`config.mk`:
```
export PLATFORM = sky130hd
export DESIGN_NAME = link_fifo_ctrl_flat
export DESIGN_NICKNAME = d
export VERILOG_FILES = /design/src/rtl/link_fifo_if.sv /design/src/rtl/link_fifo_ctrl.sv /design/src/flat_wrapper.sv
export SDC_FILE = /design/constraint.sdc
export NUM_CORES = 1
export LEC_CHECK = 0
export ABC_AREA = 1
export BUFFER_PORTS_ARGS = -buffer_cell sky130_fd_sc_hd__buf_2
export CAP_MARGIN = 10
export CORE_UTILIZATION = 45
export CTS_CLUSTER_SIZE = 8
export DETAILED_ROUTE_END_ITERATION = 7
export GPL_TIMING_DRIVEN = 0
export PLACE_DENSITY = 0.71
export SLEW_MARGIN = 20
export SYNTH_ARGS = -nofsm -noshare
export SYNTH_HDL_FRONTEND = slang
export SYNTH_SLANG_ARGS = --single-unit
```
`constraint.sdc`:
```
create_clock -name clk -period 5.7 [get_ports clk]
set_clock_uncertainty 0.1 [all_clocks]
set_input_delay 0.57 -clock clk [delete_from_list [all_inputs] [get_ports clk]]
set_output_delay 0.57 -clock clk [all_outputs]
set_load 0.01 [all_outputs]
```
`src/rtl/link_fifo_if.sv`:
```
// link_fifo_if: enqueue/dequeue valid-ready stream bundle for link_fifo_ctrl.
// The master side produces enq words and consumes deq words.
// The slave side is the FIFO controller itself.
interface link_fifo_if #(
  parameter int DWIDTH = 32
);
  logic              enq_valid;
  logic              enq_ready;
  logic [DWIDTH-1:0] enq_data;
  logic              deq_valid;
  logic              deq_ready;
  logic [DWIDTH-1:0] deq_data;

  modport master (
    output enq_valid, enq_data, deq_ready,
    input  enq_ready, deq_valid, deq_data
  );

  modport slave (
    input  enq_valid, enq_data, deq_ready,
    output enq_ready, deq_valid, deq_data
  );
endinterface

```
`src/rtl/link_fifo_ctrl.sv`:
```
// link_fifo_ctrl: valid/ready FIFO controller wrapped around an external link_fifo_ram.
// Latency: enqueue into an empty FIFO shows on deq 2+RDLAT cycles later; 1 word/clk sustained.
// Backpressure: enq_ready drops only when the RAM holds DEPTH words; deq_data holds while deq_ready is low.
module link_fifo_ctrl #(
  parameter int DWIDTH = 32,
  parameter int DEPTH  = 1024,
  parameter int DOREG  = 1,
  localparam int AW    = $clog2(DEPTH),
  localparam int RDLAT = 1 + DOREG,
  localparam int OBUF  = RDLAT + 1,
  localparam int CW    = $clog2(DEPTH + OBUF) + 1
) (
  input  logic              clk,
  input  logic              rst,
  link_fifo_if.slave        lnk,
  output logic              ram_we,
  output logic [AW-1:0]     ram_waddr,
  output logic [DWIDTH-1:0] ram_din,
  output logic [AW-1:0]     ram_raddr,
  input  logic [DWIDTH-1:0] ram_dout,
  output logic [CW-1:0]     count
);
  localparam int          OW       = $clog2(OBUF + 1);
  localparam logic [AW:0] FULL_CNT = DEPTH[AW:0];
  localparam logic [3:0]  OBUF_CR  = OBUF[3:0];

  logic [AW-1:0]     wptr;
  logic [AW-1:0]     rptr;
  logic [AW:0]       ram_cnt;
  logic [RDLAT-1:0]  inflight;
  logic [OW-1:0]     obuf_cnt;
  logic [OW-1:0]     wr_idx;
  logic [DWIDTH-1:0] obuf     [OBUF];
  logic [DWIDTH-1:0] obuf_nxt [OBUF];
  logic [3:0]        credit_used;
  logic              enq_fire;
  logic              rd_iss;
  logic              push;
  logic              pop;

  assign lnk.enq_ready = !rst && (ram_cnt < FULL_CNT);
  assign lnk.deq_valid = (obuf_cnt != '0);
  assign lnk.deq_data  = obuf[0];
  assign ram_we        = enq_fire;
  assign ram_waddr     = wptr;
  assign ram_din       = lnk.enq_data;
  assign ram_raddr     = rptr;

  // Handshake decode and read-issue credit check. A slot popped this cycle is
  // counted as free: the read issued now lands at least RDLAT cycles later, so
  // reusing that slot keeps the dequeue side bubble-free with OBUF = RDLAT+1.
  always_comb begin
    enq_fire    = lnk.enq_valid && lnk.enq_ready;
    pop         = lnk.deq_valid && lnk.deq_ready;
    push        = inflight[RDLAT-1];
    credit_used = 4'(obuf_cnt) - 4'(pop);
    for (int i = 0; i < RDLAT; i++) begin
      credit_used = credit_used + 4'(inflight[i]);
    end
    rd_iss = (ram_cnt != '0) && (credit_used < OBUF_CR);
  end

  // Output buffer next state: shift toward the head on pop, land RAM data behind the last valid entry.
  always_comb begin
    obuf_nxt = obuf;
    wr_idx   = obuf_cnt - OW'(pop);
    if (pop) begin
      for (int i = 0; i < OBUF - 1; i++) begin
        obuf_nxt[i] = obuf[i+1];
      end
    end
    if (push) begin
      for (int i = 0; i < OBUF; i++) begin
        if (OW'(i) == wr_idx) obuf_nxt[i] = ram_dout;
      end
    end
  end

  // Pointers, RAM occupancy, read tag pipe and total count; reset drops in-flight reads.
  always_ff @(posedge clk or posedge rst) begin
    if (rst) begin
      wptr     <= '0;
      rptr     <= '0;
      ram_cnt  <= '0;
      inflight <= '0;
      count    <= '0;
    end else begin
      if (enq_fire) wptr <= wptr + 1'b1;
      if (rd_iss)   rptr <= rptr + 1'b1;
      ram_cnt <= ram_cnt + (AW+1)'(enq_fire) - (AW+1)'(rd_iss);
      for (int i = RDLAT - 1; i > 0; i--) begin
        inflight[i] <= inflight[i-1];
      end
      inflight[0] <= rd_iss;
      count <= count + CW'(enq_fire) - CW'(pop);
    end
  end

  // Output buffer storage; the head entry is the registered deq_data.
  always_ff @(posedge clk or posedge rst) begin
    if (rst) begin
      obuf_cnt <= '0;
      for (int i = 0; i < OBUF; i++) begin
        obuf[i] <= '0;
      end
    end else begin
      obuf_cnt <= obuf_cnt + OW'(push) - OW'(pop);
      obuf     <= obuf_nxt;
    end
  end
endmodule

```
`src/flat_wrapper.sv`:
```
// flat-port wrapper written by rule: the top's interface ports become plain ports
module link_fifo_ctrl_flat 
#(
  parameter int DWIDTH = 32,
  parameter int DEPTH  = 1024,
  parameter int DOREG  = 1,
  localparam int AW    = $clog2(DEPTH),
  localparam int RDLAT = 1 + DOREG,
  localparam int OBUF  = RDLAT + 1,
  localparam int CW    = $clog2(DEPTH + OBUF) + 1
)
  (clk, rst, ram_we, ram_waddr, ram_din, ram_raddr, ram_dout, count, lnk_enq_valid, lnk_enq_data, lnk_deq_ready, lnk_enq_ready, lnk_deq_valid, lnk_deq_data);
  link_fifo_if #(.DWIDTH(DWIDTH)) lnk_i ();
  input  logic clk;
  input  logic rst;
  output logic ram_we;
  output logic [AW-1:0] ram_waddr;
  output logic [DWIDTH-1:0] ram_din;
  output logic [AW-1:0] ram_raddr;
  input  logic [DWIDTH-1:0] ram_dout;
  output logic [CW-1:0] count;
  input wire logic [$bits(lnk_i.enq_valid)-1:0] lnk_enq_valid;
  input wire logic [$bits(lnk_i.enq_data)-1:0] lnk_enq_data;
  input wire logic [$bits(lnk_i.deq_ready)-1:0] lnk_deq_ready;
  output wire logic [$bits(lnk_i.enq_ready)-1:0] lnk_enq_ready;
  output wire logic [$bits(lnk_i.deq_valid)-1:0] lnk_deq_valid;
  output wire logic [$bits(lnk_i.deq_data)-1:0] lnk_deq_data;
  assign lnk_i.enq_valid = lnk_enq_valid;
  assign lnk_i.enq_data = lnk_enq_data;
  assign lnk_i.deq_ready = lnk_deq_ready;
  assign lnk_enq_ready = lnk_i.enq_ready;
  assign lnk_deq_valid = lnk_i.deq_valid;
  assign lnk_deq_data = lnk_i.deq_data;
  link_fifo_ctrl #(.DWIDTH(DWIDTH), .DEPTH(DEPTH), .DOREG(DOREG)) u_core (.clk(clk), .rst(rst), .lnk(lnk_i), .ram_we(ram_we), .ram_waddr(ram_waddr), .ram_din(ram_din), .ram_raddr(ram_raddr), .ram_dout(ram_dout), .count(count));
endmodule
```
### Yosys cells after proc, flatten, opt, wreduce, memory -nomap -nowiden

Index checks and enable logic that the tools add are counted.

* memory bits (writable): 0
* flip-flop bits (word level): 143
* bits in latches: 0
* logic and storage cells: 39
* memories: 0
* memory bits (read-only): 0

* multiply operators: 0
* order comparisons: 2
* add/subtract/negate cells: 12
* shift-type cells: 0
* eq/ne operators: 2
* bitwise logic cells: 0
* divide/modulo/power cells: 0
* multiplexer cells: 5
* reductions and logical operators: 9

Operator list (count)
* 2-to-1 mux 32 bit: 3
* 2-to-1 mux 96 bit: 1
* 2-to-1 mux 64 bit: 1
* adder 10 x 1 -> 10 bit (second input constant): 2
* adder 12 x 1 -> 12 bit: 1
* subtractor 12 x 1 -> 12 bit: 1
* adder 11 x 1 -> 11 bit: 1
* < comparator 11 bit (second input constant): 1
* nonzero test 11 bit: 1
* subtractor 11 x 1 -> 11 bit: 1
* adder 4 x 1 -> 4 bit: 2
* logical AND 1 bit: 4
* < comparator 4 x 2 -> 1 bit (second input constant): 1
* subtractor 2 x 1 -> 2 bit: 2
* subtractor 2 x 1 -> 3 bit: 1
* adder 2 x 1 -> 2 bit: 1
* equality test 1 x 2 -> 1 bit (first input constant): 1
* equality test 2 bit (first input constant): 1
* zero test 2 bit: 1
* AND reduction 2 bit: 1
* nonzero test 2 bit: 1
* zero test 1 bit: 1

### Depth between registers and ports, before layout

Gate-level depths: netlist of run 1.

* depth after elaboration: 8
* gate-level depth with buffers: 29

### Worst setup path before layout of run 1

No wires, ideal clock.

* kind: input to register
* start: in lnk_deq_ready
* end: reg u_core.ram_cnt[6]
* cell stages on the path: 25
* path buffers: 3
* library setup time: 79 ps
* required time: 5521 ps
* path slack: 1684 ps
* arrival time: 3836 ps
* cell sequence: nand2_2 -> inv_2 -> buf_6 -> buf_2 -> ha_1 -> xnor2_1 -> ha_1 -> inv_1 -> nand2_1 -> ha_1 -> nand2_1 -> nand4_1 -> nor2_1 -> buf_4 -> ha_1 -> inv_1 -> ha_1 -> inv_1 -> fa_1 -> inv_1 -> nand3_1 -> nand3_1 -> nand2_1 -> nand2_1 -> xor2_1

* cells in the longest elaborated chain, start to end: 7

RTL lines
* start, declared: RTL line flat_wrapper.sv:24 `input wire logic [$bits(lnk_i.deq_ready)-1:0] lnk_deq_ready;`
* logical AND 1 bit: RTL line link_fifo_ctrl.sv:54 `pop = lnk.deq_valid && lnk.deq_ready;`
* subtractor 2 x 1 -> 3 bit: RTL line link_fifo_ctrl.sv:56 `credit_used = 4'(obuf_cnt) - 4'(pop);`
* adder 4 x 1 -> 4 bit (2 in series): RTL line link_fifo_ctrl.sv:58 `credit_used = credit_used + 4'(inflight[i]);`
* < comparator 4 x 2 -> 1 bit: RTL line link_fifo_ctrl.sv:60 `rd_iss = (ram_cnt != '0) && (credit_used < OBUF_CR);`
* logical AND 1 bit: RTL line link_fifo_ctrl.sv:60
* net u_core.rd_iss: RTL line link_fifo_ctrl.sv:37 `logic rd_iss;`
* subtractor 11 x 1 -> 11 bit: RTL line link_fifo_ctrl.sv:90 `ram_cnt <= ram_cnt + (AW+1)'(enq_fire) - (AW+1)'(rd_iss);`
* end signal, assigned: RTL line link_fifo_ctrl.sv:90
* end, declared: RTL line link_fifo_ctrl.sv:29 `logic [AW:0] ram_cnt;`

The timed path passes the listed nets, and every way through them passes these cells.
A chain may end at the register's enable or synchronous reset.

### Final worst setup path of run 1

* start: reg u_core.obuf_cnt[0]
* end: reg u_core.ram_cnt[6]

* cells in the longest elaborated chain, start to end: 8

RTL lines
* start, declared: RTL line link_fifo_ctrl.sv:31 `logic [OW-1:0] obuf_cnt;`
* start signal, assigned: RTL line link_fifo_ctrl.sv:107 `obuf_cnt <= obuf_cnt + OW'(push) - OW'(pop);`
* nonzero test 2 bit: RTL line link_fifo_ctrl.sv:42 `assign lnk.deq_valid = (obuf_cnt != '0);`
* logical AND 1 bit: RTL line link_fifo_ctrl.sv:54
* subtractor 2 x 1 -> 3 bit *: RTL line link_fifo_ctrl.sv:56
* adder 4 x 1 -> 4 bit * (2 in series): RTL line link_fifo_ctrl.sv:58
* < comparator 4 x 2 -> 1 bit *: RTL line link_fifo_ctrl.sv:60
* logical AND 1 bit *: RTL line link_fifo_ctrl.sv:60
* net u_core.rd_iss: RTL line link_fifo_ctrl.sv:37
* subtractor 11 x 1 -> 11 bit *: RTL line link_fifo_ctrl.sv:90

Mark *: on every way through the listed nets, which the timed path passes. The rest lies on a longest branch.

==> results.toml, run 1 <==
[power]
power.share.combinational = 0.538
power.internal_w = 0.00357
power_w = 0.00636
p_per_area_nw_per_um2 = 679
cellLeakagePower_nw = 5.01
clkPwrFrac = 0.170
seqPwrFrac = 0.292
ir_drop_v = 0.000266
p_sw_w = 0.00279
p_sw_frac = 0.439

[logic_synthesis]
yosysWarningCount = 0
synth-seq-area-share = 0.458
syn_avg_cell_area_um2 = 8.13
yosys_register_bits = 143
synthCells = 960
netlist_area_um2 = 7800
synth_fp_nets = 1065
ys_types = 31

[timing]
hold_violations = 0
tightest_slew_ps = 624
finalWorstSetupSlack_ps = 1260
min_period_ps = 4440
setup_viol = 0
relSlewSlack = 0.584
layout_worst_path_cycle_share = 0.778
slew_viol_final = 0
fmax_mhz = 225
rsz0062_at_grt = "false"

[final_layout]
seqCellArea_um2 = 3580
nNetsFinal = 1219
syn_to_final_growth_pct = 20.0
final_cell_area_um2 = 9360
multiInputGateArea_um2 = 3130
final.fill_count = 1542
drive_gt1_frac = 0.240

[placement]
place_area_um2 = 8790
pre_cts_ws_ps = 1080
dp_hpwl_mm = 12.6
gp_congestion = 0.826
place.port_buffers = 134

[route]
via_per_inst = 4.89
wl_per_cell_um = 13.4
drt_iter0_drc = 451
drc_errors = 0
wl_mm = 18.0
ant_nets = 0
dr.pass1.iters = 6
num_vias = 6586

[grt]
track_usage = 0.211
overflow = 0
grt_max_degree = 81
antenna_found_initial = 1
grt_pass1_vias = 6178
grt_pass1_wl_mm = 29.6

[clock_network]
htreeDepth = 4
cts.path.max_buffers = 2
cts_setup_buffers = 0
cts_buffers = 17
clk-insertion-delay-late_ps = 420
cts_tree = "built"
cts.sinks = 143
clk_pin_slew_ps = 60
cts_resized = 0
cts_root_buf = "clkbuf_16"
hold_buffers = 0

[setup_path]
crit_type = "flop to flop"
cp.arrival_ps = 4680
required_ps = 5950
worstPathMaxFanout = 12
cp-start-kind = "flop"
critPathCaptureType = "flop"

[floorplan]
start_util = 0.466
rows = 47
die-area_um2 = 17900
die_w_um = 134
die_y_um = 134
io_pins = 167
core_um2 = 16800

[hold_path]
hp-class = "primary input to asynchronous set/reset pin"

[flow_run]
maxCapViolations = 0

[outcome]
status = "finished, final reports clean"
[cell families after synthesis]
kind of cell | share of synthesized area
XOR/XNOR | 0.0303
buffers and inverters | 0.141
flip-flops | 0.458
AO/OA/AOI/OAI | 0.105
AND/OR/NAND/NOR | 0.204
adder cells (fa/ha/maj) | 0.0612
[state kept, by name (all words and copies together) (netlist names)]
name,count
u_core.ram_cnt,11
u_core.lnk.deq_data,32
u_core.ram_waddr,10
u_core.inflight,2
u_core.obuf,64
u_core.count,12
u_core.obuf_cnt,2
u_core.ram_raddr,10
[path summary, 6_finish.rpt]
| kind | depth (start not counted) | end | slack, ps | from |
|---|---|---|---|---|
| max | 27 | u_core.ram_cnt[6]$_DFF_PP0_ | 1260 | u_core.obuf_cnt[0]$_DFF_PP0_ |
| max reg2reg | 27 | u_core.ram_cnt[6]$_DFF_PP0_ | 1260 | u_core.obuf_cnt[0]$_DFF_PP0_ |
| min | 2 | u_core.ram_waddr[0]$_DFFE_PP0P_ | 130 | rst |
| max in group asynchronous | 3 | u_core.obuf[49]$_DFF_PP0_ | 4660 | rst |
| min in group clk | 0 | u_core.inflight[1]$_DFF_PP0_ | 280 | u_core.inflight[0]$_DFF_PP0_ |
| min reg2reg | 0 | u_core.inflight[1]$_DFF_PP0_ | 280 | u_core.inflight[0]$_DFF_PP0_ |
[synth_stat cells]
cell	n	area [um2]
buf_2	21	105
nand3_1	30	150
xor2_1	14	123
clkbuf_1	8	30.0
nor2_4	2	22.5
inv_2	2	7.51
inv_1	115	432
a31oi_1	31	194
nand2_1	240	901
nor3_1	3	15.0
o22ai_1	33	206
o21ai_0	66	330
and3_1	1	6.26
nand3b_1	1	7.51
buf_6	2	22.5
clkinv_2	1	5.00
a21oi_1	12	60.1
a21o_1	1	7.51
xnor2_1	13	114
buf_1	1	3.75
dfrtp_1	143	3580
nor2_1	95	357
buf_4	66	495
nand4_1	10	62.6
nor2_2	1	6.26
nand3_2	3	30.0
o21ai_2	1	8.76
nand2_2	5	31.3
ha_1	35	438
fa_1	2	40.0
o21bai_1	2	15.0
[metrics by stage]
step	utilization	TNS, ps	instances	hold slack [ps]
5_1_grt	0.559	0	1347	170
6_report	0.559	0	1348	127
2_1_floorplan	-	0	960	260
3_5_place_dp	0.524	0	1315	270
3_3_place_gp	0.522	-84110	1314	269
4_1_cts	0.559	0	1347	151
[worst max-delay path, cell delays in order (launching register included)]
cell and delay [ps]:
dfrtp_1 380, inv_1 90, nand2_2 70, nand2_2 80
inv_2 40, buf_6 130, buf_2 210, ha_1 380
xnor2_1 150, ha_1 170, inv_1 80, nand2_1 60
ha_1 280, nand2_1 80, nand4_1 100, nor2_1 140
buf_4 210, ha_1 250, inv_1 60, ha_1 190
inv_1 70, fa_1 390, inv_1 100, nand3_1 70
nand3_1 140, nand2_1 70, nand2_1 80, xor2_1 160
[layer usage]
metal  part of all wire  up-vias  GRT usage
met2               0.48      185      0.337
met3              0.053       18     0.0468
li1                   -     3318          -
met1               0.45     3065      0.277
met4              0.013        0     0.0827
met5                  0        -          0
[area by class of cell]
class	instances	area share
diodes	1	0.000267
plain buffers	98	0.0701
clock buffers	21	0.0502
clock inverters	11	0.0112
inverters	118	0.0482
multi-input cells	601	0.334
flip-flops and latches	143	0.382
well taps	220	0.0294
repair buffers	135	0.0746
[power by group through the flow]
stage | sequential (W) | clock, W | combinational (W)
2_1_floorplan | 0.00183 | 0 | 0.00254
3_3_place_gp | 0.00186 | 0 | 0.00332
3_5_place_dp | 0.00187 | 0 | 0.00341
4_1_cts | 0.00186 | 0.00110 | 0.00345
5_1_grt | 0.00192 | 0.00115 | 0.00392
6_report | 0.00186 | 0.00108 | 0.00342
[placed cells by master (no fill, tap or decap), types with 4 or more instances in the layout]
master      synthesis  final
nand2_1           240    240
a31oi_1            31     31
inv_1             115    114
nor2_1             95     95
dfrtp_1           143    143
nand4_1            10     10
ha_1               35     35
nand3_1            30     30
a21oi_1            12     12
xnor2_1            13     13
buf_2              21    155
clkinvlp_4          0      4
clkbuf_1            8      9
xor2_1             14     14
o21ai_0            66     66
o22ai_1            33     33
clkbuf_16           0     17
nand2_2             5      5
buf_4              66     66
(Power assumes the default switching activity.)
==> run 2: changes to the inputs <==
- PLACE_DENSITY: 0.71 -> 0.74
- clock period: 5.7 -> 3.73 ns (I/O delays scaled with it)
==> run 2 against run 1 <==
Compared with the run above: sequential cell count stayed put; maximum frequency grew 24%; power increased by 68%; count of clock-buffer cells in the layout is 3 lower; final cell count up 1.6%; hold slack gained 7.7 ps; non-clock buffer count rose by 23; via count is 2.0% higher; critical path type unchanged; clock power is 79% higher; critical path depth is 1 lower; register-to-register slack got worse by 1100 ps; final area rose by 4.7%.
==> results.toml, run 2 (same netlist as run 1, synthesis figures left out) <==
[setup_path]
cp-start-kind = "flop"
rr_worst_depth = 26
required_ps = 3960
critPathCaptureType = "flop"
max_stage_delay_ps = 380
worstPathMaxFanout = 4
slowest_stage = "dfrtp_1"
worstReg2RegEnd = "u_core.ram_cnt[6]$_DFF_PP0_"
crit_type = "flop to flop"
cp.arrival_ps = 3810
crit-reg2reg-launch = "u_core.obuf_cnt[0]$_DFF_PP0_"
ff2ff_setup_slack_ps = 150

[route]
wl_per_cell_um = 13.2
dr.pass1.iters = 6
num_vias = 6715
drc_errors = 0
via_per_inst = 4.91
wl_mm = 18.1
ant_nets = 0
drt_iter0_drc = 354

[floorplan]
core_um2 = 16800
io_pins = 167
rows = 47
die-area_um2 = 17900
start_util = 0.466
die_w_um = 134
die_y_um = 134

[final_layout]
nNetsFinal = 1242
top_register = "u_core.obuf"
num_antenna_cells = 0
drive_gt1_frac = 0.269
syn_to_final_growth_pct = 25.6
mostFrequentLayoutCells = "nand2_1 (238), buf_2 (154), dfrtp_1 (143)"
finalNonFillerCells = 1369
layout_commonest_cell = "nand2_1"
largest_register_ffs = 64

[timing]
slew_viol_final = 0
tightest_slew_ps = 555
relSlewSlack = 0.630
finalSetupTns_ps = 0
layout_worst_path_cycle_share = 0.959
fmax_mhz = 280
min_period_ps = 3580
setup_viol = 0
hold_violations = 0
finalWorstSetupSlack_ps = 153

[placement]
gp_congestion = 0.820
place.port_buffers = 134
pre_cts_ws_ps = -347
dp.cells = 1319
dp_hpwl_mm = 12.7

[grt]
grt_max_degree = 33
overflow = 0
grt_pass1_wl_mm = 29.7
antenna_found_initial = 0
grt_pass1_vias = 6207
track_usage = 0.209

[clock_network]
cts.path.max_buffers = 2
cts_tree = "built"
clk-insertion-delay-late_ps = 420
clk_pin_slew_ps = 60
cts_buffers = 17
htreeDepth = 4
cts_root_buf = "clkbuf_16"
cts.sinks = 143

[hold_path]
hp-class = "primary input to flop"
hold_end = "u_core.obuf[38]$_DFF_PP0_"
hold_path.startpoint = "ram_dout[6]"
holdPathStages = 3

[power]
cellLeakagePower_nw = 5.21
ir_drop_v = 0.000513
p_per_area_nw_per_um2 = 1090

[flow_run]
maxCapViolations = 0

[outcome]
status = "finished, final reports clean"
## run 2: changes by cell type in the layout (fill, tap and decap cells not counted), moves of 3 or more
| cell | delta |
|---|---|
| bufinv_16 | +5 |
| inv_2 | +3 |
| inv_1 | -5 |
| ha_1 | -5 |
| buf_4 | +17 |
| clkbuf_8 | -3 |
| ha_4 | +4 |
| buf_12 | +5 |
## run 2: repair_timing
action | CTS | global route
hold buffers | 1 | 0
gates cloned | 0 | 1
gates resized for setup | 6 | 9
endpoints found under the hold margin | 14 | 0
pin swaps | 2 | 12
endpoints found under the setup margin | 6 | 4
setup buffers | 8 | 10
## run 2: layer usage
metal  track usage  up-vias  share of wire
met5             0        -              0
met3        0.0339       14          0.045
met4        0.0625        0          0.011
met1         0.284     3143           0.46
li1              -     3364              -
met2         0.340      194           0.48
## run 2: worst max-delay path by stage
stage                                 startpoint                          end  slack [ps]
detailed placement  u_core.obuf_cnt[0]$_DFF_PP0_  u_core.ram_cnt[6]$_DFF_PP0_        -350
CTS                 u_core.obuf_cnt[0]$_DFF_PP0_  u_core.ram_cnt[6]$_DFF_PP0_          10
global route        u_core.obuf_cnt[0]$_DFF_PP0_  u_core.ram_cnt[6]$_DFF_PP0_         -20
floorplan           u_core.obuf_cnt[0]$_DFF_PP0_  u_core.ram_cnt[6]$_DFF_PP0_          10
finish              u_core.obuf_cnt[0]$_DFF_PP0_  u_core.ram_cnt[6]$_DFF_PP0_         150
global placement    u_core.obuf_cnt[0]$_DFF_PP0_  u_core.ram_cnt[6]$_DFF_PP0_        -290
## run 2: layout make-up
type	count	area, um2
fill	1489	6960
sequential	143	3580
multi-input combinational	601	3220
timing repair buffer	159	948
buffer	97	664
inverter	118	455
clock buffer	18	429
tap	220	275
clock inverter	13	234
## run 2: stage by stage
stage,power (W),utilization,area [um2],hold slack (ps)
after floorplan,0.00678,-,7860,264
after global placement,0.00800,0.526,8810,277
after detailed placement,0.00818,0.532,8920,284
after CTS,0.0104,0.577,9660,127
after global routing,0.0117,0.585,9800,142
final,0.0107,0.585,9800,135
## run 2: where the power goes
group	internal, W	total [W]	switching [W]
registers	0.00237	0.00284	0.000472
clock network	0.00126	0.00193	0.000672
logic	0.00260	0.00592	0.00332
total	0.00623	0.0107	0.00447
## run 2: critical path: cells and delay by family (launching register included)
kind | cells | cell delay [ps]
xor gates and xnor gates | 2 | 270
adders and majority gates | 6 | 1340
buffers and inverters | 8 | 580
DFF | 1 | 380
and+or+nand+nor | 10 | 820
==> run 3: changes to the inputs <==
--- a/config.mk
+++ b/config.mk
@@ -10,3 +10,5 @@
 export CAP_MARGIN = 10
-export CORE_UTILIZATION = 45
+export CELL_PAD_IN_SITES_DETAIL_PLACEMENT = 0
+export CELL_PAD_IN_SITES_GLOBAL_PLACEMENT = 1
+export CORE_UTILIZATION = 37
 export CTS_CLUSTER_SIZE = 8
@@ -14,3 +16,3 @@
 export GPL_TIMING_DRIVEN = 0
-export PLACE_DENSITY = 0.74
+export PLACE_DENSITY = 0.81
 export SLEW_MARGIN = 20
==> constraint.sdc (replaced) <==
create_clock -name clk -period 3.73 [get_ports clk]
set_clock_uncertainty 0.1 [all_clocks]
set_input_delay 0.5595 -clock clk [delete_from_list [all_inputs] [get_ports clk]]
set_output_delay 0.5595 -clock clk [all_outputs]
set_load 0.01 [all_outputs]
==> run 3 against run 2 <==
Compared with the run above: sequential share of layout area grew 0.23 points; final area shrank 0.61%; sequential cell count is the same; die area grew 21%; global-route usage shrank 2.7 points; hold slack gained 35 ps; power shrank 2.9%; sequential power is essentially flat; non-clock buffer count shrank 4; clock power shrank 11%; final cell count grew 3.5%; highest routed layer is now met5.
==> results.toml, run 3 (same netlist as run 1, synthesis figures left out) <==
[route]
met1_length_mm = 8.80
wl_met3_mm = 1.02
wl_mm = 18.9
drt_iter0_drc = 351
ant_nets = 0
dr.pass1.iters = 5
num_vias = 6619
wl_per_cell_um = 13.4
top_layer = "met5"
via_per_inst = 4.67
drc_errors = 0
wl_met2_mm = 8.78

[power]
cellLeakagePower_nw = 5.15
p_sw_frac = 0.429
seqPwrFrac = 0.272
ir_drop_v = 0.000464
power.share.combinational = 0.563
power.internal_w = 0.00593
p_per_area_nw_per_um2 = 1070
clkPwrFrac = 0.165
p_sw_w = 0.00446

[floorplan]
die-area_um2 = 21700
core_um2 = 20400
rows = 52
die_y_um = 147
io_pins = 167
start_util = 0.382
die_w_um = 147

[final_layout]
final_cell_area_um2 = 9740
layout_commonest_cell = "nand2_1"
largest_register_ffs = 64
nNetsFinal = 1238
fin_util = 0.477
drive_gt1_frac = 0.268
mostFrequentLayoutCells = "nand2_1 (238), buf_2 (154), dfrtp_1 (143)"
finalNonFillerCells = 1417
syn_to_final_growth_pct = 24.8
top_register = "u_core.obuf"

[setup_path]
worstReg2RegEnd = "u_core.ram_cnt[6]$_DFF_PP0_"
ff2ff_setup_slack_ps = 180
crit_type = "flop to flop"
crit-reg2reg-launch = "u_core.obuf_cnt[1]$_DFF_PP0_"
critPathLaunch = "u_core.obuf_cnt[1]$_DFF_PP0_"
critPathCaptureType = "flop"
rr_worst_depth = 26
worstPathMaxFanout = 4
cp-start-kind = "flop"
crit_end = "u_core.ram_cnt[6]$_DFF_PP0_"
required_ps = 3980
cp.arrival_ps = 3800

[grt]
antenna_found_initial = 3
grt_pass1_wl_mm = 31.4
track_usage = 0.181
overflow = 0
grt_pass1_vias = 6416
grt_max_degree = 33

[timing]
hold_violations = 0
fmax_mhz = 282
min_period_ps = 3550
layout_worst_path_cycle_share = 0.951
relSlewSlack = 0.512
rsz0062_at_grt = "true"
tightest_slew_ps = 731
slew_viol_final = 0
setup_viol = 0

[clock_network]
cts_root_buf = "clkbuf_16"
cts.path.max_buffers = 2
cts_tree = "built"
cts_buffers = 17
cts.sinks = 143
htreeDepth = 4
clk_pin_slew_ps = 60
clk-insertion-delay-late_ps = 420

[placement]
dp_hpwl_mm = 13.4
place_area_um2 = 8960
dp.cells = 1368
place.port_buffers = 134
gp_congestion = 0.781

[outcome]
status = "finished, final reports clean"

[flow_run]
maxCapViolations = 0

[hold_path]
hp-class = "primary input to asynchronous set/reset pin"
run 3: changes by cell type in the layout (fill, tap and decap cells not counted), sizes merged:
| cell | delta |
|---|---|
| bufinv | -4 |
| buf | -3 |
| clkbuf | +3 |
| clkinv | +3 |
| diode | +1 |
| dlygate4sd3 | -1 |
| inv | -1 |
run 3: final cells by class:
cell class                 count  area, um2
fill                        2105      10700
antenna                        1       2.50
sequential                   143       3580
multi-input combinational    601       3220
clock buffer                  21        460
clock inverter                11        133
buffer                        97        664
inverter                     118        453
timing repair buffer         155        896
tap                          270        338
run 3: per-stage QoR:
stage,TNS (ps),hold WS (ps),setup WS (ps),power (W)
final,0,170,182,0.0104
after global placement,-1870,267,-443,0.00815
after detailed placement,-1830,271,-426,0.00825
after CTS,0,184,21.4,0.0102
after global routing,-174,212,-94.5,0.0114
after floorplan,0,261,14.3,0.00679
run 3: timing repair:
item	4_1_cts	5_1_grt
pin swaps	2	10
gates resized for setup	4	10
setup buffers	6	10
cloned	0	1
endpoints found under the setup margin	6	4
hold buffers	0	0
run 3: critical path, cell delays in order, from the launching register on:
cell,delay [ps]
dfrtp_1,370
inv_2,90
nand2_4,60
nand2_4,80
inv_4,40
buf_12,120
ha_4,250
xnor2_2,160
ha_2,190
inv_2,40
nand2_2,70
ha_4,190
nand2_2,60
nand4_1,90
nor2_2,160
buf_6,130
ha_4,200
inv_4,50
ha_4,130
inv_2,30
fa_2,340
inv_2,80
nand3_2,70
nand3_2,100
nand2_1,60
nand2_1,80
xor2_1,140
run 3: power groups by stage:
stage / sequential, W / clock, W / combinational [W]
floorplan: 0.00280 / 0 / 0.00399
global placement: 0.00284 / 0 / 0.00530
global route: 0.00293 / 0.00181 / 0.00670
finish: 0.00283 / 0.00171 / 0.00584
detailed placement: 0.00285 / 0 / 0.00541
CTS: 0.00283 / 0.00176 / 0.00564
run 3: layer usage:
metal,GRT usage,vias to the layer above
li1,-,3357
met1,0.245,3070
met2,0.285,164
met3,0.0404,24
met4,0.0634,4
met5,0,-
run 3: worst min-delay path by stage:
stage	startpoint	endpoint	slack [ps]	cells after the start
6_report	rst	u_core.ram_waddr[0]$_DFFE_PP0P_	170	2
5_1_grt	rst	u_core.ram_waddr[0]$_DFFE_PP0P_	210	2
4_1_cts	rst	u_core.ram_waddr[0]$_DFFE_PP0P_	180	2
3_5_place_dp	u_core.inflight[0]$_DFF_PP0_	u_core.inflight[1]$_DFF_PP0_	270	0
3_3_place_gp	u_core.inflight[0]$_DFF_PP0_	u_core.inflight[1]$_DFF_PP0_	270	0
2_1_floorplan	u_core.inflight[0]$_DFF_PP0_	u_core.inflight[1]$_DFF_PP0_	260	0
